`config.mk`:
```
export PLATFORM = sky130hd
export DESIGN_NAME = vga_timing_gen
export DESIGN_NICKNAME = d
export VERILOG_FILES = /design/src/rtl/vga_timing_pkg.sv /design/src/rtl/vga_delay_line.sv /design/src/rtl/vga_timing_gen.sv
export SDC_FILE = /design/constraint.sdc
export NUM_CORES = 1
export LEC_CHECK = 0
export ABC_AREA = 1
export CORE_MARGIN = 1
export CORE_UTILIZATION = 35
export CTS_CLUSTER_DIAMETER = 150
export CTS_CLUSTER_SIZE = 28
export DETAILED_ROUTE_END_ITERATION = 7
export MAX_ROUTING_LAYER = met4
export PLACE_DENSITY_LB_ADDON = 0.12
export SETUP_SLACK_MARGIN = 0.4
export SYNTH_ARGS = -nofsm -noshare
export SYNTH_HDL_FRONTEND = slang
export SYNTH_SLANG_ARGS = --single-unit
export TNS_END_PERCENT = 20
```
`constraint.sdc`:
```
create_clock -name pclk -period 4.65 [get_ports pclk]
set_clock_uncertainty 0.1 [all_clocks]
set_input_delay 0.93 -clock pclk [delete_from_list [all_inputs] [get_ports pclk]]
set_output_delay 0.93 -clock pclk [all_outputs]
set_load 0.005 [all_outputs]
```
`src/rtl/vga_timing_pkg.sv`:
```
// Shared constants and helpers for the VGA raster timing generator:
// 640x480@60 defaults, colour-bar table and line/frame total calculation.
package vga_timing_pkg;

    localparam int DEF_H_VIS  = 640;
    localparam int DEF_H_FP   = 16;
    localparam int DEF_H_SYNC = 96;
    localparam int DEF_H_BP   = 48;
    localparam int DEF_V_VIS  = 480;
    localparam int DEF_V_FP   = 10;
    localparam int DEF_V_SYNC = 2;
    localparam int DEF_V_BP   = 33;

    function automatic int calc_total(input int vis, input int fp, input int sync, input int bp);
        return vis + fp + sync + bp;
    endfunction

    // Bar order: red, green, blue, yellow, magenta, cyan, white, black (12-bit RGB)
    function automatic logic [11:0] bar_rgb(input logic [2:0] idx);
        logic [11:0] rgb;
        case (idx)
            3'd0:    rgb = 12'hF00;
            3'd1:    rgb = 12'h0F0;
            3'd2:    rgb = 12'h00F;
            3'd3:    rgb = 12'hFF0;
            3'd4:    rgb = 12'hF0F;
            3'd5:    rgb = 12'h0FF;
            3'd6:    rgb = 12'hFFF;
            default: rgb = 12'h000;
        endcase
        return rgb;
    endfunction

endpackage

```
`src/rtl/vga_delay_line.sv`:
```
// Clock-enable qualified shift register of D stages, W bits wide, resetting
// every stage to RST_VAL; D = 0 is a plain wire.
module vga_delay_line
    import vga_timing_pkg::*;
#(
    parameter int           W       = 1,
    parameter int           D       = 1,
    parameter logic [W-1:0] RST_VAL = '0
) (
    input  logic         clk_i,
    input  logic         rst_i,
    input  logic         ce_i,
    input  logic [W-1:0] din_i,
    output logic [W-1:0] dout_o
);

    generate
        if (D == 0) begin : g_bypass
            logic unused_s;
            assign unused_s = ^{clk_i, rst_i, ce_i};
            assign dout_o   = din_i;
        end else begin : g_pipe
            logic [W-1:0] stage_q [D];

            // Shift one stage per enabled cycle, newest value in stage 0
            always_ff @(posedge clk_i or posedge rst_i) begin
                if (rst_i) begin
                    for (int i = 0; i < D; i++) stage_q[i] <= RST_VAL;
                end else if (ce_i) begin
                    stage_q[0] <= din_i;
                    for (int i = 1; i < D; i++) stage_q[i] <= stage_q[i-1];
                end else begin
                    for (int i = 0; i < D; i++) stage_q[i] <= stage_q[i];
                end
            end

            assign dout_o = stage_q[D-1];
        end
    endgenerate

endmodule

```
`src/rtl/vga_timing_gen.sv`:
```
// Parametrised VGA raster timing generator with event pulses and delayed syncs.
// Define VGA_TESTPAT_EN to add an 8-bar colour test pattern on r/g/b.
module vga_timing_gen
    import vga_timing_pkg::*;
#(
    parameter int H_VIS    = DEF_H_VIS,
    parameter int H_FP     = DEF_H_FP,
    parameter int H_SYNC   = DEF_H_SYNC,
    parameter int H_BP     = DEF_H_BP,
    parameter int V_VIS    = DEF_V_VIS,
    parameter int V_FP     = DEF_V_FP,
    parameter int V_SYNC   = DEF_V_SYNC,
    parameter int V_BP     = DEF_V_BP,
    parameter bit HS_POL   = 1'b0,
    parameter bit VS_POL   = 1'b0,
    parameter int CNT_W    = 10,
    parameter int PIPE_DLY = 2,
    parameter int FRAME_W  = 16
) (
    input  logic               pclk,
    input  logic               rst,
    input  logic               ce,
    output logic [CNT_W-1:0]   hcount,
    output logic [CNT_W-1:0]   vcount,
    output logic               de,
    output logic               hs,
    output logic               vs,
    output logic               de_d,
    output logic               hs_d,
    output logic               vs_d,
    output logic               line_start,
    output logic               frame_start,
    output logic               vblank_start,
`ifdef VGA_TESTPAT_EN
    output logic [3:0]         r,
    output logic [3:0]         g,
    output logic [3:0]         b,
`endif
    output logic [FRAME_W-1:0] frame_cnt
);

    localparam int H_TOT = calc_total(H_VIS, H_FP, H_SYNC, H_BP);
    localparam int V_TOT = calc_total(V_VIS, V_FP, V_SYNC, V_BP);

    localparam logic [CNT_W-1:0] H_LAST = CNT_W'(H_TOT - 1);
    localparam logic [CNT_W-1:0] V_LAST = CNT_W'(V_TOT - 1);
    localparam logic [CNT_W-1:0] H_VIS_C = CNT_W'(H_VIS);
    localparam logic [CNT_W-1:0] V_VIS_C = CNT_W'(V_VIS);
    localparam logic [CNT_W-1:0] HS_BEG = CNT_W'(H_VIS + H_FP);
    localparam logic [CNT_W-1:0] HS_END = CNT_W'(H_VIS + H_FP + H_SYNC);
    localparam logic [CNT_W-1:0] VS_BEG = CNT_W'(V_VIS + V_FP);
    localparam logic [CNT_W-1:0] VS_END = CNT_W'(V_VIS + V_FP + V_SYNC);

    initial begin
        if ((H_TOT - 1) >= (1 << CNT_W) || (V_TOT - 1) >= (1 << CNT_W))
            $error("vga_timing_gen: CNT_W=%0d too narrow for %0dx%0d totals", CNT_W, H_TOT, V_TOT);
        if (H_FP < 1 || H_SYNC < 1 || H_BP < 1 || V_FP < 1 || V_SYNC < 1 || V_BP < 1)
            $error("vga_timing_gen: porch and sync widths must be at least 1");
        if (PIPE_DLY < 0 || PIPE_DLY > 8)
            $error("vga_timing_gen: PIPE_DLY=%0d outside 0..8", PIPE_DLY);
    end

    logic               started_q;
    logic [CNT_W-1:0]   hcount_q, vcount_q, hcount_d, vcount_d;
    logic               de_q, hs_q, vs_q;
    logic               line_start_q, frame_start_q, vblank_start_q;
    logic [FRAME_W-1:0] frame_cnt_q;
    logic               line_wrap_s, frame_wrap_s, vblank_s;
    logic [2:0]         sync_dly_s;

    // Next raster position; the first enabled cycle after reset only starts the raster at (0,0)
    always_comb begin
        hcount_d     = hcount_q;
        vcount_d     = vcount_q;
        line_wrap_s  = 1'b0;
        frame_wrap_s = 1'b0;
        vblank_s     = 1'b0;
        if (ce && started_q) begin
            if (hcount_q == H_LAST) begin
                hcount_d    = '0;
                line_wrap_s = 1'b1;
                if (vcount_q == V_LAST) begin
                    vcount_d     = '0;
                    frame_wrap_s = 1'b1;
                end else begin
                    vcount_d = vcount_q + CNT_W'(1);
                    vblank_s = (vcount_d == V_VIS_C);
                end
            end else begin
                hcount_d = hcount_q + CNT_W'(1);
            end
        end else begin
            hcount_d = hcount_q;
        end
    end

    // Counters and flags derived from the next position so they line up with hcount/vcount
    always_ff @(posedge pclk or posedge rst) begin
        if (rst) begin
            started_q      <= 1'b0;
            hcount_q       <= '0;
            vcount_q       <= '0;
            de_q           <= 1'b0;
            hs_q           <= ~HS_POL;
            vs_q           <= ~VS_POL;
            line_start_q   <= 1'b0;
            frame_start_q  <= 1'b0;
            vblank_start_q <= 1'b0;
            frame_cnt_q    <= '0;
        end else begin
            started_q      <= started_q | ce;
            line_start_q   <= line_wrap_s;
            frame_start_q  <= frame_wrap_s;
            vblank_start_q <= vblank_s;
            if (ce) begin
                hcount_q <= hcount_d;
                vcount_q <= vcount_d;
                de_q     <= (hcount_d < H_VIS_C) && (vcount_d < V_VIS_C);
                hs_q     <= ((hcount_d >= HS_BEG) && (hcount_d < HS_END)) ? HS_POL : ~HS_POL;
                vs_q     <= ((vcount_d >= VS_BEG) && (vcount_d < VS_END)) ? VS_POL : ~VS_POL;
            end
            if (vblank_s) frame_cnt_q <= frame_cnt_q + FRAME_W'(1);
        end
    end

    vga_delay_line #(
        .W       (3),
        .D       (PIPE_DLY),
        .RST_VAL ({1'b0, ~HS_POL, ~VS_POL})
    ) u_sync_dly (
        .clk_i  (pclk),
        .rst_i  (rst),
        .ce_i   (ce),
        .din_i  ({de_q, hs_q, vs_q}),
        .dout_o (sync_dly_s)
    );

    assign hcount       = hcount_q;
    assign vcount       = vcount_q;
    assign de           = de_q;
    assign hs           = hs_q;
    assign vs           = vs_q;
    assign {de_d, hs_d, vs_d} = sync_dly_s;
    assign line_start   = line_start_q;
    assign frame_start  = frame_start_q;
    assign vblank_start = vblank_start_q;
    assign frame_cnt    = frame_cnt_q;

`ifdef VGA_TESTPAT_EN
    logic [2:0]  bar_s;
    logic [11:0] rgb_q, rgb_dly_s;

    // Bar index = floor(hcount*8/H_VIS) as a chain of constant compares
    always_comb begin
        bar_s = 3'd0;
        for (int k = 1; k < 8; k++) bar_s = ((int'(hcount_d) * 8) >= (k * H_VIS)) ? 3'(k) : bar_s;
    end

    // Colour for the next pixel, aligned with hcount like de
    always_ff @(posedge pclk or posedge rst) begin
        if (rst) begin
            rgb_q <= 12'h000;
        end else if (ce) begin
            rgb_q <= bar_rgb(bar_s);
        end else begin
            rgb_q <= rgb_q;
        end
    end

    vga_delay_line #(
        .W       (12),
        .D       (PIPE_DLY),
        .RST_VAL (12'h000)
    ) u_rgb_dly (
        .clk_i  (pclk),
        .rst_i  (rst),
        .ce_i   (ce),
        .din_i  (rgb_q),
        .dout_o (rgb_dly_s)
    );

    assign r = de_d ? rgb_dly_s[11:8] : 4'h0;
    assign g = de_d ? rgb_dly_s[7:4]  : 4'h0;
    assign b = de_d ? rgb_dly_s[3:0]  : 4'h0;
`endif

endmodule

```
==> results.py, run 1 <==
metrics = {
    "sta": {
        "period_needed_ns": 3.12,
        "timing.final.crit_share_pct": 67.1,
        "setup_tns_ns": 0,
        "max_freq_mhz": 321,
        "rsz0062_at_grt": "no",
        "worst_pin_slew_ns": 1.04,
        "drv_slew": 0,
        "relSlewSlack_pct": 30.5,
        "finalSetupViolations": 0,
        "finalHoldViolCount": 0,
    },
    "final_layout": {
        "layout_common_cells": "149 x nand2_1, 54 x inv_1, 47 x clkdlybuf4s50_1",
        "final_common_cell": "nand2_1",
        "fin_cells": 580,
        "nets": 481,
        "antenna_cells": 0,
        "synthToLayoutAreaGrowth_pct": 22.5,
        "drive_gt1_share_pct": 11.4,
        "n_fill_cell": 884,
    },
    "die": {
        "die_area_mm2": 0.00919,
        "core_mm2": 0.00838,
        "initial_core_util_pct": 36.8,
        "num_rows": 33,
        "io_pins": 48,
        "die_h_um": 95.9,
        "die-width_um": 95.9,
    },
    "clocking": {
        "cts_resized": 0,
        "insertion_delay_ns": 0.31,
        "clkTransAtPathRegs_ns": 0.10,
        "numCtsBuffers": 5,
        "clock_tree.root_cell": "clkbuf_8",
        "cts_setup_buffers": 0,
        "holdBufCountCts": 0,
        "tritoncts": "done",
        "clock-sinks": 49,
        "htree_levels": 2,
        "cts_buffer_depth": 2,
    },
    "critical_path": {
        "path_class": "in -> reg",
        "crit_path_max_fanout": 13,
        "cp_top_family": "simple AND/OR/NAND/NOR gates",
        "cp-start-kind": "input pin",
        "critPathMaxStageDelay_ns": 0.74,
        "crit_path_top_delay_cell": "clkdlybuf4s50_1",
        "worst_setup_path_end_kind": "flop",
        "path_cells": "clkdlybuf4s50_1, nand2_2, nor2_4, nand3_1, nor2_1, nand2_1, nand2_1, nand4_1, nand3_1, nand2_1",
        "worst_ep_arrival_time_ns": 3.22,
        "path_buf_inv": 1,
        "required_ns": 4.76,
        "crit_top_cell": "nand2_1",
    },
    "global_routing": {
        "grt_overflow": 0,
        "grt_max_degree": 50,
        "grt_usage_pct": 18.8,
        "grt_pass1_vias": 2728,
        "grt_pass1_wl_um": 13000,
        "antenna_found_initial": 0,
    },
    "route": {
        "final_antenna_net_count": 0,
        "wire_per_inst_um": 12.8,
        "drtIter0Drc": 148,
        "drtPass1Iterations": 4,
        "drt-total-wl_um": 7420,
        "vias_per_cell": 4.84,
        "drc_errors": 0,
        "dr_total_vias": 2806,
    },
    "run": {
        "maxCapViolations": 0,
    },
    "synthesis": {
        "netlist_area_mm2": 0.00308,
        "ys.flop_type": "dfrtp_1",
        "synth_seq_cells": 49,
        "synth_area_per_cell_um2": 7.27,
        "yosys_warnings": 0,
        "syn_nets": 431,
        "ys_seq_area_share_pct": 40.0,
        "syn_inst": 424,
        "async_flop_share_pct": 100,
        "synth_edf_count": 0,
        "yosys.cell_types.count": 30,
    },
    "pwr": {
        "fin_total_pwr_mw": 1.19,
        "ir_worst_vdd_uv": 177,
        "powerDensity_mw_per_mm2": 315,
        "p_leak_nw": 1.84,
    },
    "placement": {
        "dp_cells": 572,
        "dp_hpwl_um": 5630,
        "routabilityCongestion": 0.885,
        "portBuffers": 47,
    },
    "min_path": {
        "hold_class": "reg -> reg",
    },
    "outcome": {
        "status": "finished, final reports clean",
    },
}
[state kept, by name, summed over array words and instances (netlist names)]
signal,cells
started_q,1
vcount,10
vs,1
frame_start,1
u_sync_dly.g_pipe.stage_q,3
vblank_start,1
line_start,1
hcount,10
de,1
hs,1
u_sync_dly.dout_o,3
frame_cnt,16
[report_power, final]
group	total, mW	leakage (nW)	switching (mW)	internal, mW
Combinational	0.337	1.19	0.194	0.143
Sequential	0.538	0.599	0.0646	0.473
Clock	0.315	0.0554	0.153	0.162
[tightest hold or removal path, stage by stage, from the launching register on]
cell and delay (ns):
dfstp_2 0.38, nand2_1 0.05, nand2_1 0.04
[path summary, 6_finish.rpt]
check / startpoint / endpoint / slack [ns] / depth (start not counted)
worst max register to register: hcount[0] / de / 2.25 / 10
min in group asynchronous: rst / u_sync_dly.dout_o[2] / 1.09 / 2
worst min-delay path: u_sync_dly.g_pipe.stage_q[3] / u_sync_dly.g_pipe.stage_q[3] / 0.37 / 2
max in group asynchronous: rst / vcount[0] / 2.72 / 2
worst min register to register: u_sync_dly.g_pipe.stage_q[3] / u_sync_dly.g_pipe.stage_q[3] / 0.37 / 2
worst max-delay path: ce / de / 1.53 / 10
[logic make-up after synthesis]
group / count (synthesis) / synth area share (%)
and+or+nand+nor: 287 / 45.9
buffers and inverters: 62 / 7.67
DFF: 49 / 40.0
AOI/OAI and AO/OA: 14 / 2.52
xor gates and xnor gates: 8 / 2.27
adders and majority gates: 4 / 1.62
[synthesized netlist by cell type, types with 4 or more instances]
cell type / number / share of area [%]
o21ai_0: 8 / 1.3
nand4_1: 12 / 2.4
nor2_1: 34 / 4.1
inv_1: 55 / 6.7
nand2_1: 149 / 18
nor2_2: 4 / 0.81
nor2_4: 10 / 3.7
dfrtp_1: 43 / 35
dfstp_2: 6 / 5.1
nand3_1: 44 / 7.1
nand2_2: 12 / 2.4
xor2_1: 5 / 1.4
ha_1: 4 / 1.6
nor3_1: 7 / 1.1
[layout make-up]
class	count	area (um2)	share of cell area [%]
Clock inverter	2	38.8	1.03
Multi-Input combinational cell	313	1610	42.7
Inverter	58	218	5.76
Timing Repair Buffer	47	470	12.5
Clock buffer	6	72.6	1.92
Sequential cell	49	1230	32.6
Tap cell	105	131	3.48
[layer usage]
metal | track usage [%] | part of all wire [%] | vias to the layer above
li1 | - | - | 1439
met4 | 4.73 | 0.94 | 0
met2 | 29.1 | 44 | 62
met3 | 2.37 | 4.6 | 6
met1 | 26.2 | 51 | 1299
met5 | - | 0 | -
[metrics by stage]
stage          setup WS [ns]  instance area (um2)  hold WS [ns]  utilization, %
4_1_cts                 1.51                 3780         0.369            45.1
3_5_place_dp            1.18                 3670         0.354            43.8
5_1_grt                 1.21                 3780         0.405            45.1
3_3_place_gp            1.26                 3670         0.353            43.8
2_1_floorplan           2.46                 3080         0.342               -
6_report                1.53                 3780         0.365            45.1
No activity file was read; power rests on OpenSTA's default activity.
==> run 2, diff against run 1 <==
Clock period 4.65 ns to 2.91 ns, I/O delays scaled along.
==> run 2 against run 1 <==
Flip-flop and latch count did not move. Total power rose by 60%. Sequential power rose by 59%. Setup slack got worse by 0.81 ns. Register-to-register slack got worse by 1.5 ns. Global-route usage fell by 0.98 points. Worst hold slack barely moved. Cell area rose by 0.70%. First-iteration DRC count fell by 42%. Critical endpoint is now frame_cnt[13].
==> results.py, run 2 (synthesis results as in run 1) <==
metrics = {
    "outcome": {
        "status": "finished, final reports clean",
    },
    "sta": {
        "setup_tns_ns": 0,
        "relSlewSlack_pct": 56.7,
        "drv_slew": 0,
        "max_freq_mhz": 456,
        "period_needed_ns": 2.19,
        "worst_pin_slew_ns": 0.649,
        "timing.hold.ws_ns": 0.365,
        "finalSetupViolations": 0,
        "rsz0062_at_grt": "no",
        "finalHoldViolCount": 0,
        "timing.final.crit_share_pct": 75.4,
    },
    "die": {
        "core_mm2": 0.00838,
        "num_rows": 33,
        "die_h_um": 95.9,
        "die_area_mm2": 0.00919,
        "die-width_um": 95.9,
        "initial_core_util_pct": 36.8,
        "io_pins": 48,
    },
    "clocking": {
        "insertion_delay_ns": 0.31,
        "numCtsBuffers": 5,
        "clock-sinks": 49,
        "clkTransAtPathRegs_ns": 0.10,
        "htree_levels": 2,
        "holdBufCountCts": 0,
        "cts_setup_buffers": 0,
        "tritoncts": "done",
        "cts_buffer_depth": 2,
        "clock_tree.root_cell": "clkbuf_8",
        "cts_resized": 0,
    },
    "route": {
        "dr_total_vias": 2792,
        "wl_met1_um": 3850,
        "drt-total-wl_um": 7400,
        "vias_per_cell": 4.78,
        "drtIter0Drc": 86,
        "highest_layer": "met4",
        "final_antenna_net_count": 0,
        "wl_met3_um": 216,
        "routed-wl-met2_um": 3250,
        "drc_errors": 0,
        "wire_per_inst_um": 12.7,
        "drtPass1Iterations": 4,
    },
    "global_routing": {
        "antenna_found_initial": 0,
        "grt_max_degree": 50,
        "grt_pass1_vias": 2527,
        "grt_usage_pct": 17.8,
        "grt_pass1_wl_um": 12300,
        "grt_overflow": 0,
    },
    "critical_path": {
        "r2r-start": "hcount[1]",
        "r2r_end": "frame_cnt[13]",
        "path_class": "reg -> reg",
        "ff2ff_path_depth": 12,
        "rrSetupSlack_ns": 0.72,
        "required_ns": 3.01,
        "worst_ep_arrival_time_ns": 2.29,
        "crit_path_max_fanout": 10,
        "cp-start-kind": "flop",
        "worst_setup_path_end_kind": "flop",
    },
    "run": {
        "maxCapViolations": 0,
    },
    "placement": {
        "routabilityCongestion": 0.803,
        "dp_hpwl_um": 5570,
        "placed_cell_area_mm2": 0.00370,
        "portBuffers": 47,
    },
    "min_path": {
        "hold_path.startpoint": "u_sync_dly.g_pipe.stage_q[4]",
        "min_to": "u_sync_dly.g_pipe.stage_q[4]",
        "hold_class": "reg -> reg",
        "hold_depth": 2,
    },
    "final_layout": {
        "stdcell_area_mm2": 0.00380,
        "antenna_cells": 0,
        "nets": 485,
        "fin_util_pct": 45.4,
        "synthToLayoutAreaGrowth_pct": 23.4,
        "final_common_cell": "nand2_1",
        "n_fill_cell": 863,
        "largest_reg_flops": 16,
        "drive_gt1_share_pct": 12.1,
        "layout_common_cells": "149 x nand2_1, 54 x inv_1, 47 x clkdlybuf4s50_1",
    },
    "pwr": {
        "powerDensity_mw_per_mm2": 499,
        "p_leak_nw": 1.86,
        "ir_worst_vdd_uv": 295,
        "fin_total_pwr_mw": 1.90,
    },
}
[run 2: cell count changes in the layout (fill, tap and decap cells not counted)]
cell / before / now
buf_4: 0 / 4
clkinv_2: 0 / 1
clkinv_4: 1 / 0
[run 2: worst max-delay path by stage]
stage | startpoint | to | slack [ns] | cells after the start
after floorplan | rst | de | 1.07 | 1
after global placement | ce | frame_cnt[11] | 0.46 | 10
after detailed placement | ce | de | 0.41 | 10
after CTS | hcount[1] | frame_cnt[13] | 0.74 | 12
after global routing | hcount[1] | frame_cnt[13] | 0.56 | 12
final | hcount[1] | frame_cnt[13] | 0.72 | 12
[run 2: through the flow]
stage	std cells	setup slack [ns]
after floorplan	424	1.07
after global placement	576	0.463
after detailed placement	576	0.405
after CTS	584	0.742
after global routing	584	0.555
final	584	0.715
[run 2: cell type report]
type                            count  area (um2)  area share [%]
Multi-Input combinational cell    313        1610            42.4
Sequential cell                    49        1230            32.4
Timing Repair Buffer               51         500            13.2
Inverter                           58         218            5.72
Tap cell                          105         131            3.45
Clock buffer                        6        72.6            1.91
Clock inverter                      2        35.0           0.921
[run 2: report_power, final]
group	switching, mW	leakage [nW]	internal [mW]
Sequential	0.102	0.599	0.756
Combinational	0.314	1.20	0.231
Clock	0.240	0.0552	0.256
Total	0.656	1.86	1.24
[run 2: per-layer routing]
layer / track usage, % / up-vias
li1: - / 1437
met1: 25.0 / 1296
met2: 27.1 / 52
met3: 2.61 / 7
met4: 4.48 / 0
met5: - / -
[run 2: worst max-delay path: stages, from the launching register on]
cell	delay, ns
dfrtp_1	0.43
ha_1	0.22
nand2_1	0.07
nor2_1	0.12
nand3_1	0.10
nor2_2	0.12
nand2_1	0.12
nor2_1	0.21
nand2_1	0.17
nor2_8	0.22
nand3_1	0.10
nand2_1	0.07
nand2_1	0.05
